===== src/rtl/seg7_pkg.sv =====
// Shared constants, state type and helpers for the seven-segment scan reader.
package seg7_pkg;

  localparam int unsigned SEG_W = 7;
  localparam int unsigned DIG_N = 4;
  localparam int unsigned NIB_W = 4;
  localparam int unsigned IDX_W = 2;
  localparam int unsigned CNT_W = 8;
  localparam int unsigned REF_W = DIG_N + SEG_W;

  // Active-high {g,f,e,d,c,b,a} patterns for decimal digits
  localparam logic [SEG_W-1:0] PAT_0 = 7'h3F;
  localparam logic [SEG_W-1:0] PAT_1 = 7'h06;
  localparam logic [SEG_W-1:0] PAT_2 = 7'h5B;
  localparam logic [SEG_W-1:0] PAT_3 = 7'h4F;
  localparam logic [SEG_W-1:0] PAT_4 = 7'h66;
  localparam logic [SEG_W-1:0] PAT_5 = 7'h6D;
  localparam logic [SEG_W-1:0] PAT_6 = 7'h7D;
  localparam logic [SEG_W-1:0] PAT_7 = 7'h07;
  localparam logic [SEG_W-1:0] PAT_8 = 7'h7F;
  localparam logic [SEG_W-1:0] PAT_9 = 7'h6F;

  typedef enum logic [1:0] {
    ST_WAIT  = 2'd0,
    ST_DWELL = 2'd1,
    ST_HELD  = 2'd2
  } dwell_state_e;

  function automatic logic is_one_hot(input logic [DIG_N-1:0] v);
    return (v != '0) && ((v & (v - DIG_N'(1))) == '0);
  endfunction

  function automatic logic [IDX_W-1:0] onehot_idx(input logic [DIG_N-1:0] v);
    logic [IDX_W-1:0] idx;
    idx = '0;
    for (int unsigned i = 0; i < DIG_N; i++) begin
      if (v[i]) idx = IDX_W'(i);
    end
    return idx;
  endfunction

endpackage


===== src/rtl/seg7_pattern_decoder.sv =====
// Combinational seven-segment pattern to BCD nibble decoder; unknown patterns map to 0xF.
module seg7_pattern_decoder
  import seg7_pkg::*;
(
  input  logic [SEG_W-1:0] pattern,
  output logic [NIB_W-1:0] nibble_c,
  output logic             illegal_c
);

  always_comb begin
    nibble_c = 4'hF;
    case (pattern)
      PAT_0:   nibble_c = 4'h0;
      PAT_1:   nibble_c = 4'h1;
      PAT_2:   nibble_c = 4'h2;
      PAT_3:   nibble_c = 4'h3;
      PAT_4:   nibble_c = 4'h4;
      PAT_5:   nibble_c = 4'h5;
      PAT_6:   nibble_c = 4'h6;
      PAT_7:   nibble_c = 4'h7;
      PAT_8:   nibble_c = 4'h8;
      PAT_9:   nibble_c = 4'h9;
      default: nibble_c = 4'hF;
    endcase
    // 0xF is never produced by a legal pattern
    illegal_c = (nibble_c == 4'hF);
  end

endmodule


===== src/rtl/seven_segment_scan_reader.sv =====
// Snoops a multiplexed 4-digit seven-segment bus and recovers settled digits into
// BCD frames offered on a valid/ready interface.
module seven_segment_scan_reader
  import seg7_pkg::*;
#(
  parameter int unsigned SETTLE_CYCLES = 4
) (
  input  logic                   clk,
  input  logic                   reset,
  input  logic [SEG_W-1:0]       seg,
  input  logic [DIG_N-1:0]       an,
  output logic [DIG_N*NIB_W-1:0] digits,
  output logic                   out_valid,
  input  logic                   out_ready,
  output logic                   frame_err,
  output logic                   overrun
);

  localparam logic [CNT_W-1:0] SETTLE = CNT_W'(SETTLE_CYCLES);

  dwell_state_e                       state_q, state_d;
  logic [CNT_W-1:0]                   cnt_q, cnt_d;
  logic [REF_W-1:0]                   ref_q, ref_d;
  logic [DIG_N-1:0][NIB_W-1:0]        slot_nib_q, slot_nib_d;
  logic [DIG_N-1:0]                   slot_ill_q, slot_ill_d;
  logic [DIG_N-1:0]                   mask_q, mask_d;
  logic [DIG_N*NIB_W-1:0]             digits_q, digits_d;
  logic                               frame_err_q, frame_err_d;
  logic                               out_valid_q, out_valid_d;
  logic                               overrun_q, overrun_d;

  logic [REF_W-1:0] cur_c;
  logic             changed_c;
  logic             an_one_hot_c;
  logic [IDX_W-1:0] an_idx_c;
  logic [NIB_W-1:0] dec_nibble_c;
  logic             dec_illegal_c;
  logic             sample_c;
  logic             frame_done_c;

  seg7_pattern_decoder u_decoder (
    .pattern   (seg),
    .nibble_c  (dec_nibble_c),
    .illegal_c (dec_illegal_c)
  );

  assign cur_c        = {an, seg};
  assign changed_c    = (cur_c != ref_q);
  assign an_one_hot_c = is_one_hot(an);
  assign an_idx_c     = onehot_idx(an);

  // Dwell tracking, slot capture and frame hand-off
  always_comb begin
    state_d      = state_q;
    cnt_d        = cnt_q;
    ref_d        = ref_q;
    slot_nib_d   = slot_nib_q;
    slot_ill_d   = slot_ill_q;
    mask_d       = mask_q;
    digits_d     = digits_q;
    frame_err_d  = frame_err_q;
    out_valid_d  = out_valid_q;
    overrun_d    = overrun_q;
    sample_c     = 1'b0;
    frame_done_c = 1'b0;

    case (state_q)
      ST_WAIT: begin
        if (an_one_hot_c) begin
          state_d = ST_DWELL;
          cnt_d   = CNT_W'(1);
          ref_d   = cur_c;
        end
      end
      ST_DWELL: begin
        if (!an_one_hot_c) begin
          state_d = ST_WAIT;
          cnt_d   = '0;
        end else if (changed_c) begin
          cnt_d = CNT_W'(1);
          ref_d = cur_c;
        end else if (cnt_q < SETTLE) begin
          cnt_d = cnt_q + CNT_W'(1);
        end
      end
      ST_HELD: begin
        if (changed_c) begin
          if (an_one_hot_c) begin
            state_d = ST_DWELL;
            cnt_d   = CNT_W'(1);
            ref_d   = cur_c;
          end else begin
            state_d = ST_WAIT;
            cnt_d   = '0;
          end
        end
      end
      default: begin
        state_d = ST_WAIT;
        cnt_d   = '0;
      end
    endcase

    // Sample in the same cycle the dwell count reaches the threshold
    if (state_d == ST_DWELL && cnt_d == SETTLE) begin
      sample_c             = 1'b1;
      state_d              = ST_HELD;
      slot_nib_d[an_idx_c] = dec_nibble_c;
      slot_ill_d[an_idx_c] = dec_illegal_c;
      mask_d[an_idx_c]     = 1'b1;
    end

    frame_done_c = sample_c && (&mask_d);

    if (out_valid_q && out_ready) out_valid_d = 1'b0;

    // A completed frame loads only if the output stage is free or draining now
    if (frame_done_c) begin
      mask_d = '0;
      if (!out_valid_q || out_ready) begin
        digits_d    = slot_nib_d;
        frame_err_d = |slot_ill_d;
        out_valid_d = 1'b1;
      end else begin
        overrun_d = 1'b1;
      end
    end
  end

  always_ff @(posedge clk) begin
    if (reset) begin
      state_q     <= ST_WAIT;
      cnt_q       <= '0;
      ref_q       <= '0;
      slot_nib_q  <= '0;
      slot_ill_q  <= '0;
      mask_q      <= '0;
      digits_q    <= '0;
      frame_err_q <= 1'b0;
      out_valid_q <= 1'b0;
      overrun_q   <= 1'b0;
    end else begin
      state_q     <= state_d;
      cnt_q       <= cnt_d;
      ref_q       <= ref_d;
      slot_nib_q  <= slot_nib_d;
      slot_ill_q  <= slot_ill_d;
      mask_q      <= mask_d;
      digits_q    <= digits_d;
      frame_err_q <= frame_err_d;
      out_valid_q <= out_valid_d;
      overrun_q   <= overrun_d;
    end
  end

  assign digits    = digits_q;
  assign out_valid = out_valid_q;
  assign frame_err = frame_err_q;
  assign overrun   = overrun_q;

endmodule


===== config.mk =====
export PLATFORM = sky130hd
export DESIGN_NAME = seven_segment_scan_reader
export DESIGN_NICKNAME = d
export VERILOG_FILES = /design/src/rtl/seg7_pkg.sv /design/src/rtl/seg7_pattern_decoder.sv /design/src/rtl/seven_segment_scan_reader.sv
export SDC_FILE = /design/constraint.sdc
export NUM_CORES = 1
export LEC_CHECK = 0
export CAP_MARGIN = 30
export CORE_MARGIN = 4
export CORE_UTILIZATION = 57
export DETAILED_ROUTE_END_ITERATION = 8
export GPL_TIMING_DRIVEN = 0
export HOLD_SLACK_MARGIN = 0.03
export PLACE_DENSITY = 0.77
export SKIP_LAST_GASP = 1
export SLEW_MARGIN = 40
export SYNTH_ARGS = -nofsm -noshare
export SYNTH_HDL_FRONTEND = slang
export SYNTH_SLANG_ARGS = --single-unit

===== constraint.sdc =====
create_clock -name clk -period 4.15 [get_ports clk]
set_input_delay 0.83 -clock clk [delete_from_list [all_inputs] [get_ports clk]]
set_output_delay 0.83 -clock clk [all_outputs]
set_load 0.02 [all_outputs]

# After elaboration in Yosys (flattened, before gate mapping)
# Index checks and enable logic that the tools add are counted.
[classes]
n_lt_le_gt_ge = 3
n_mul = 0
n_bitwise = 3
div_mod_pow = 0
n_eq_ne = 19
n_shift = 0
add_sub_neg = 2
mux = 35
reduce_logical = 18
[ops]
columns = ["cell", "count"]
rows = [
  ["$eq 7x7->1 const B", 7],
  ["$mux 11", 4],
  ["$mux 8", 5],
  ["$pmux 4 s10", 1],
  ["$pmux 11 s3", 1],
  ["$pmux 8 s3", 1],
  ["$bwmux 16", 1],
  ["$mux 16", 1],
  ["$eq 7x3->1 const B", 2],
  ["$mux 2", 6],
  ["$mux 4", 3],
  ["$ne 11x11->1", 1],
  ["$add 8x1->8 const B", 1],
  ["$demux 4 s2", 1],
  ["$eq 8x3->1 const B", 1],
  ["$lt 8x3->1 const B", 1],
  ["$mux 1", 8],
  ["$reduce_and 4->1", 2],
  ["$eq 7x6->1 const B", 1],
  ["$ne 2x2->1 const B", 3],
  ["$pmux 2 s3", 1],
  ["$logic_and 1x1->1", 5],
  ["$and 4x4->4", 1],
  ["$bwmux 4", 1],
  ["18 further kinds", 21],
]
[totals]
n_memories = 0
register_bits = 64
ram_bits = 0
input_bits = 14
latch_bits = 0
mem_bits_ro = 0
word_cells = 94

# Longest topological paths before layout
[depth]
word_depth = 13
mapped_depth = 12
depth_no_buf = 8

# By module
# From an unflattened synthesis, not the netlist that was laid out.
[hier_totals]
cells_unflattened = 323
hier_area_um2 = 3010.4
[modules_own_cells]
columns = ["module", "cells_each", "instances", "seq_area_each_um2", "area_per_inst_um2"]
rows = [
  ["seven_segment_scan_reader", 291, 1, 1281.2, 2787.7],
  ["seg7_pattern_decoder", 32, 1, 0.0, 222.7],
]

# Least setup slack after synthesis
# OpenSTA, ideal clock, no wires.
[synth_timing]
path_type = "input to register"
startpoint = "input port seg[6]"
endpoint = "register digits_q[10], in the netlist digits[10]"
slack_ns = 0.912
path_stages = 12
t_arrival_ns = 3.110
n_path_buf = 4
t_required_ns = 4.022
path_cell_list = "buf_2 > xor2_1 > nor4_2 > and3_1 > buf_4 > mux2_2 > a211oi_4 > and3_1 > buf_6 > buf_12 > mux2i_1 > nor2_1"
[synth_via]
elab_chain_cells = 10
elab_cells_between_ends = 28
classes_between = "13 x eq/ne; 11 x mux; 4 x reduce/logical"
[synth_rtl]
columns = ["item", "line_no", "source"]
rows = [
  ["from (decl)", "seven_segment_scan_reader.sv:10", "input logic [SEG_W-1:0] seg,"],
  ["$ne 11x11->1", "seven_segment_scan_reader.sv:48", "assign changed_c = (cur_c != ref_q);"],
  ["$mux 8", "seven_segment_scan_reader.sv:79", "end else if (changed_c) begin"],
  ["$mux 8", "seven_segment_scan_reader.sv:76", "if (!an_one_hot_c) begin"],
  ["$pmux 8 s3", "seven_segment_scan_reader.sv:67", "case (state_q)"],
  ["$eq 8x3->1", "seven_segment_scan_reader.sv:105", "if (state_d == ST_DWELL && cnt_d == SETTLE) begin"],
  ["$logic_and 1x1->1", "seven_segment_scan_reader.sv:105", ""],
  ["$mux 4", "seven_segment_scan_reader.sv:105", ""],
  ["$reduce_and 4->1", "seven_segment_scan_reader.sv:113", "frame_done_c = sample_c && (&mask_d);"],
  ["$logic_and 1x1->1", "seven_segment_scan_reader.sv:113", ""],
  ["$reduce_and 2->1 (no source line)", "--", ""],
  ["to (signal assigned)", "seven_segment_scan_reader.sv:149", "digits_q <= digits_d;"],
  ["to (decl)", "seven_segment_scan_reader.sv:27", "logic [DIG_N*NIB_W-1:0] digits_q, digits_d;"],
]
# Several ways; a longest one is shown, not always the timed one.
# A chain may end at the register's enable or synchronous reset.

# Worst setup path in the final report
[layout_timing]
startpoint = "input port seg[1]"
endpoint = "register digits_q[10], in the netlist digits[10]"
# Same word-level chain as after synthesis.

==> summary.md <==
| Metric | Value |
|---|---|
| Ordered list of cells on the worst path | `clkdlybuf4s50_1 > xor2_1 > nor4_2 > and3_1 > buf_4 > mux2_2 > a211oi_4 > and3_1 > buf_6 > buf_12 > mux2i_1 > nor2_1` |
| Static power due to leakage | `1.50 nW` |
| Sequential group share of total power | `49.1%` |
| Final ANT Viol Nets | `0` |
| RSZ-0062 raised after global routing | `false` |
| Critical path's top delay family | `buffers and inverters` |
| Cell Area, Synth | `3330 sq um` |
| Combinational group share of total power | `10.4%` |
| Synth cell types | `58` |
| Measured slew at the worst slew-check pin | `857 ps` |
| CP Capture Type | `flop` |
| Number of gates resized after CTS | `0` |
| Clock insertion delay at the later pin of the skew report | `350 ps` |
| Cell area power density | `333 nW/um^2` |
| Cell taking the most area after synthesis | `sky130_fd_sc_hd__dfxtp_1` |
| Overall routing resource usage | `21.8%` |
| Nature of the critical path startpoint | `primary input` |
| Final setup skew | `approximately 8.8 ps` |
| H-tree levels | `3` |
| Switch share | `26.1%` |
| Period minus WS final | `approximately 3400 ps` |
| Leading cell types by count after synthesis | `74 x sky130_fd_sc_hd__nor2_1, 64 x sky130_fd_sc_hd__dfxtp_1, 42 x sky130_fd_sc_hd__mux2i_1` |
| Relative slew margins | `42.4%` |
| Vias after detailed routing | `2800` |
| Critical Path Fanout Max | `10` |
| Share of Yosys cell area claimed by the top area cell type | `between 30% and 40%` |
| Syn_nets | `399` |
| Count of buffer and inverter cells on the critical path | `4` |
| Root buffer cell | `sky130_fd_sc_hd__clkbuf_8` |
| Width of the die | `84.4 um` |
| Total wire length | `7250 um` |
| Leading cell type by number of instances after synthesis | `sky130_fd_sc_hd__nor2_1` |
| Arr. time, crit path | `approximately 3700 ps` |
| Initial standard-cell utilization of the core | `59.7%` |
| Fraction of layout instances using a drive strength above 1 | `between 10% and 20%` |
| Iter 0 DRT Violations | `181` |
| Critical path class | `primary input to flop` |
| Number of design rule violations left after detail routing | `0` |
| Number of synthesized flops with an enable pin | `0` |
| Multi-input gate area in the final layout | `1850 sq um` |
| Number of max-slew violations in the final report | `0` |
| Per-cell routed wire length | `14.6 um` |
| Slowest library cell on the worst path | `sky130_fd_sc_hd__clkdlybuf4s50_1` |
| Total net switching power | `0.334 mW` |
| Antenna violations before repair | `0` |
| Clock tree from TritonCTS | `yes` |
| Placer congestion estimate | `0.866` |
| Library cell appearing most often on the critical path | `sky130_fd_sc_hd__and3_1` |
| Antenna fix cells | `0` |
| Worst path setup slack after routing | `722 ps` |
| Top cells by area, synth | `sky130_fd_sc_hd__dfxtp_1 39%, sky130_fd_sc_hd__mux2i_1 13%, sky130_fd_sc_hd__nor2_1 8.4%` |
| Deepest clock path buffer count | `2` |
| Number of vias per cell | `~5.7` |
| Pin count of the biggest net entering global routing | `12` |
| Final-layout setup total negative slack | `0 ps` |
| Hold Buf Count CTS | `0` |
| Cell count after placement | `480` |
| Stage delay of the slowest cell on the critical path | `430 ps` |
| Placed wire-length estimate after detailed placement | `5260 um` |
| Post-CTS setup buffers | `0` |
| Worst Hold Class | `flop to flop` |
| Count of endpoints failing setup in the final report | `0` |
| Via count of the first global-routing pass | `2738` |
| Core outline area | `between 5000 and 6000 sq um` |
| Seq. cell area | `~1300 sq um` |
| Clock transition at the registers of the reported paths | `about 70 ps` |
| Clock buffers created by TritonCTS | `9` |
| Post-layout nets | `approximately 430` |
| Standard-cell row count | `27` |
| Post-synthesis average cell area | `8.66 sq um` |
| Clock network fraction of total power | `40.4%` |
| Final std cells w/o fill | `495` |
| Fraction of the yosys area taken by sequential cells | `approximately 39%` |
| Result of the run | `complete, no violations` |
| Data required time at the worst endpoint | `4370 ps` |
| Number of ports placed on the die boundary | `33` |
| First-pass GRT wire length | `12700 um` |
| Count of fill cells added during filler insertion | `464` |
| Die Area | `7120 sq um` |
| Number of storage elements in the synthesis netlist | `64` |
| Max-cap violations | `0` |
| Synth Warn # | `0` |
| Area Growth Syn to Fin | `15.5%` |
| Int Power | `around 0.94 mW` |
| Worst voltage drop across the vdd grid | `between 200 and 300 uV` |
| Max Clk Rate | `slightly below 0.3 GHz` |
| Flip-flop cell with the highest count after synthesis | `sky130_fd_sc_hd__dfxtp_1` |
| Count of mapped cells out of synthesis | `384` |
| Post-route fraction of the period consumed by the critical path | `82.6%` |
| Die height | `84.4 um` |
| # port buffers | `24` |
| Count of clock tree sinks | `64` |
| Number of hold-slack violations in the final timing report | `0` |
| Total iterations of the first detailed-routing run | `4` |
| Synth async-reset ratio | `0%` |
| Global route overflow | `0` |
| Worst slack, placed | `348 ps` |
[per-layer routing]
layer | track usage (%) | wire, um | vias up
met5 | 0 | 0 | -
met2 | 33.9 | 3310 | 73
li1 | - | - | 1409
met4 | 7.77 | 114 | 0
met1 | 30.5 | 3480 | 1309
met3 | 3.93 | 345 | 9
[power groups by stage]
stage          logic, mW  clock network, mW  registers (mW)
3_3_place_gp       0.131                  0           0.642
4_1_cts            0.133              0.522           0.628
3_5_place_dp       0.132                  0           0.642
2_1_floorplan      0.102                  0           0.641
5_1_grt            0.149              0.550           0.629
6_report           0.133              0.517           0.628
[cells by family after synthesis]
group | count (synthesis) | share of synthesized area, %
AND/OR/NAND/NOR | 154 | 23.3
XOR/XNOR | 13 | 3.42
buffers and inverters | 38 | 5.98
flip-flops | 64 | 38.5
multiplexers | 43 | 13.0
adder cells (fa/ha/maj) | 2 | 0.677
AO/OA/AOI/OAI | 70 | 15.1
[worst min-delay path: stages, from the launching register on]
cell,delay (ps)
sky130_fd_sc_hd__dfxtp_1,330
sky130_fd_sc_hd__a21oi_1,40
sky130_fd_sc_hd__nor2_1,70
[path summary, 6_finish.rpt]
path         slack [ps]  depth (start not counted)          to      from
max                 720                         12  digits[10]    seg[1]
min                 480                          2     overrun   overrun
max reg2reg        1280                         11  digits[10]  ref_q[6]
min reg2reg         480                          2     overrun   overrun
[flip-flops by register name, summed over array words and instances (netlist names), 2 cells and up]
signal and count:
ref_q 11, digits 16, slot_ill_q 4, state_q 2
cnt_q 8, mask_q 4, slot_nib_q 16
[metrics by stage]
stage / area [sq um] / utilization, % / hold WS (ps) / power, mW
finish: 3840 / 68.9 / 477 / 1.28
global route: 3840 / 68.9 / 501 / 1.33
CTS: 3840 / 68.9 / 481 / 1.28
detailed placement: 3660 / 65.6 / 465 / 0.774
global placement: 3660 / 65.6 / 450 / 0.773
floorplan: 3330 / - / 441 / 0.743
[cell type report]
| type | count | share of cell area (%) |
|---|---|---|
| repair buffers | 24 | 6.25 |
| well taps | 72 | 2.35 |
| multi-input cells | 282 | 48.0 |
| plain buffers | 31 | 4.50 |
| clock buffers | 9 | 3.22 |
| flip-flops and latches | 64 | 33.4 |
| clock inverters | 6 | 1.60 |
| inverters | 7 | 0.684 |
[cells in the final DEF, fill, tap and decap left out, drive strengths merged, types with 2 or more instances in the layout]
master and n:
nor2 74, dfxtp 64, mux2i 42, a21oi 25
clkdlybuf4s50 24, clkbuf 23, nand2 18, buf 17
xor2 13, nor3 10, o21ai 10, and2 8
inv 7, nand2b 6, a211oi 6, and3 5
nor4 5, nor4b 4, or3 4, a31oi 4
nand3 4, o21a 4, clkinv 4, nor2b 3
nand3b 3, o221ai 3, or2 2, a311oi 2
a21o 2, a41o 2, o211ai 2, nor3b 2
Note: power is estimated with default switching activity, not from simulation.
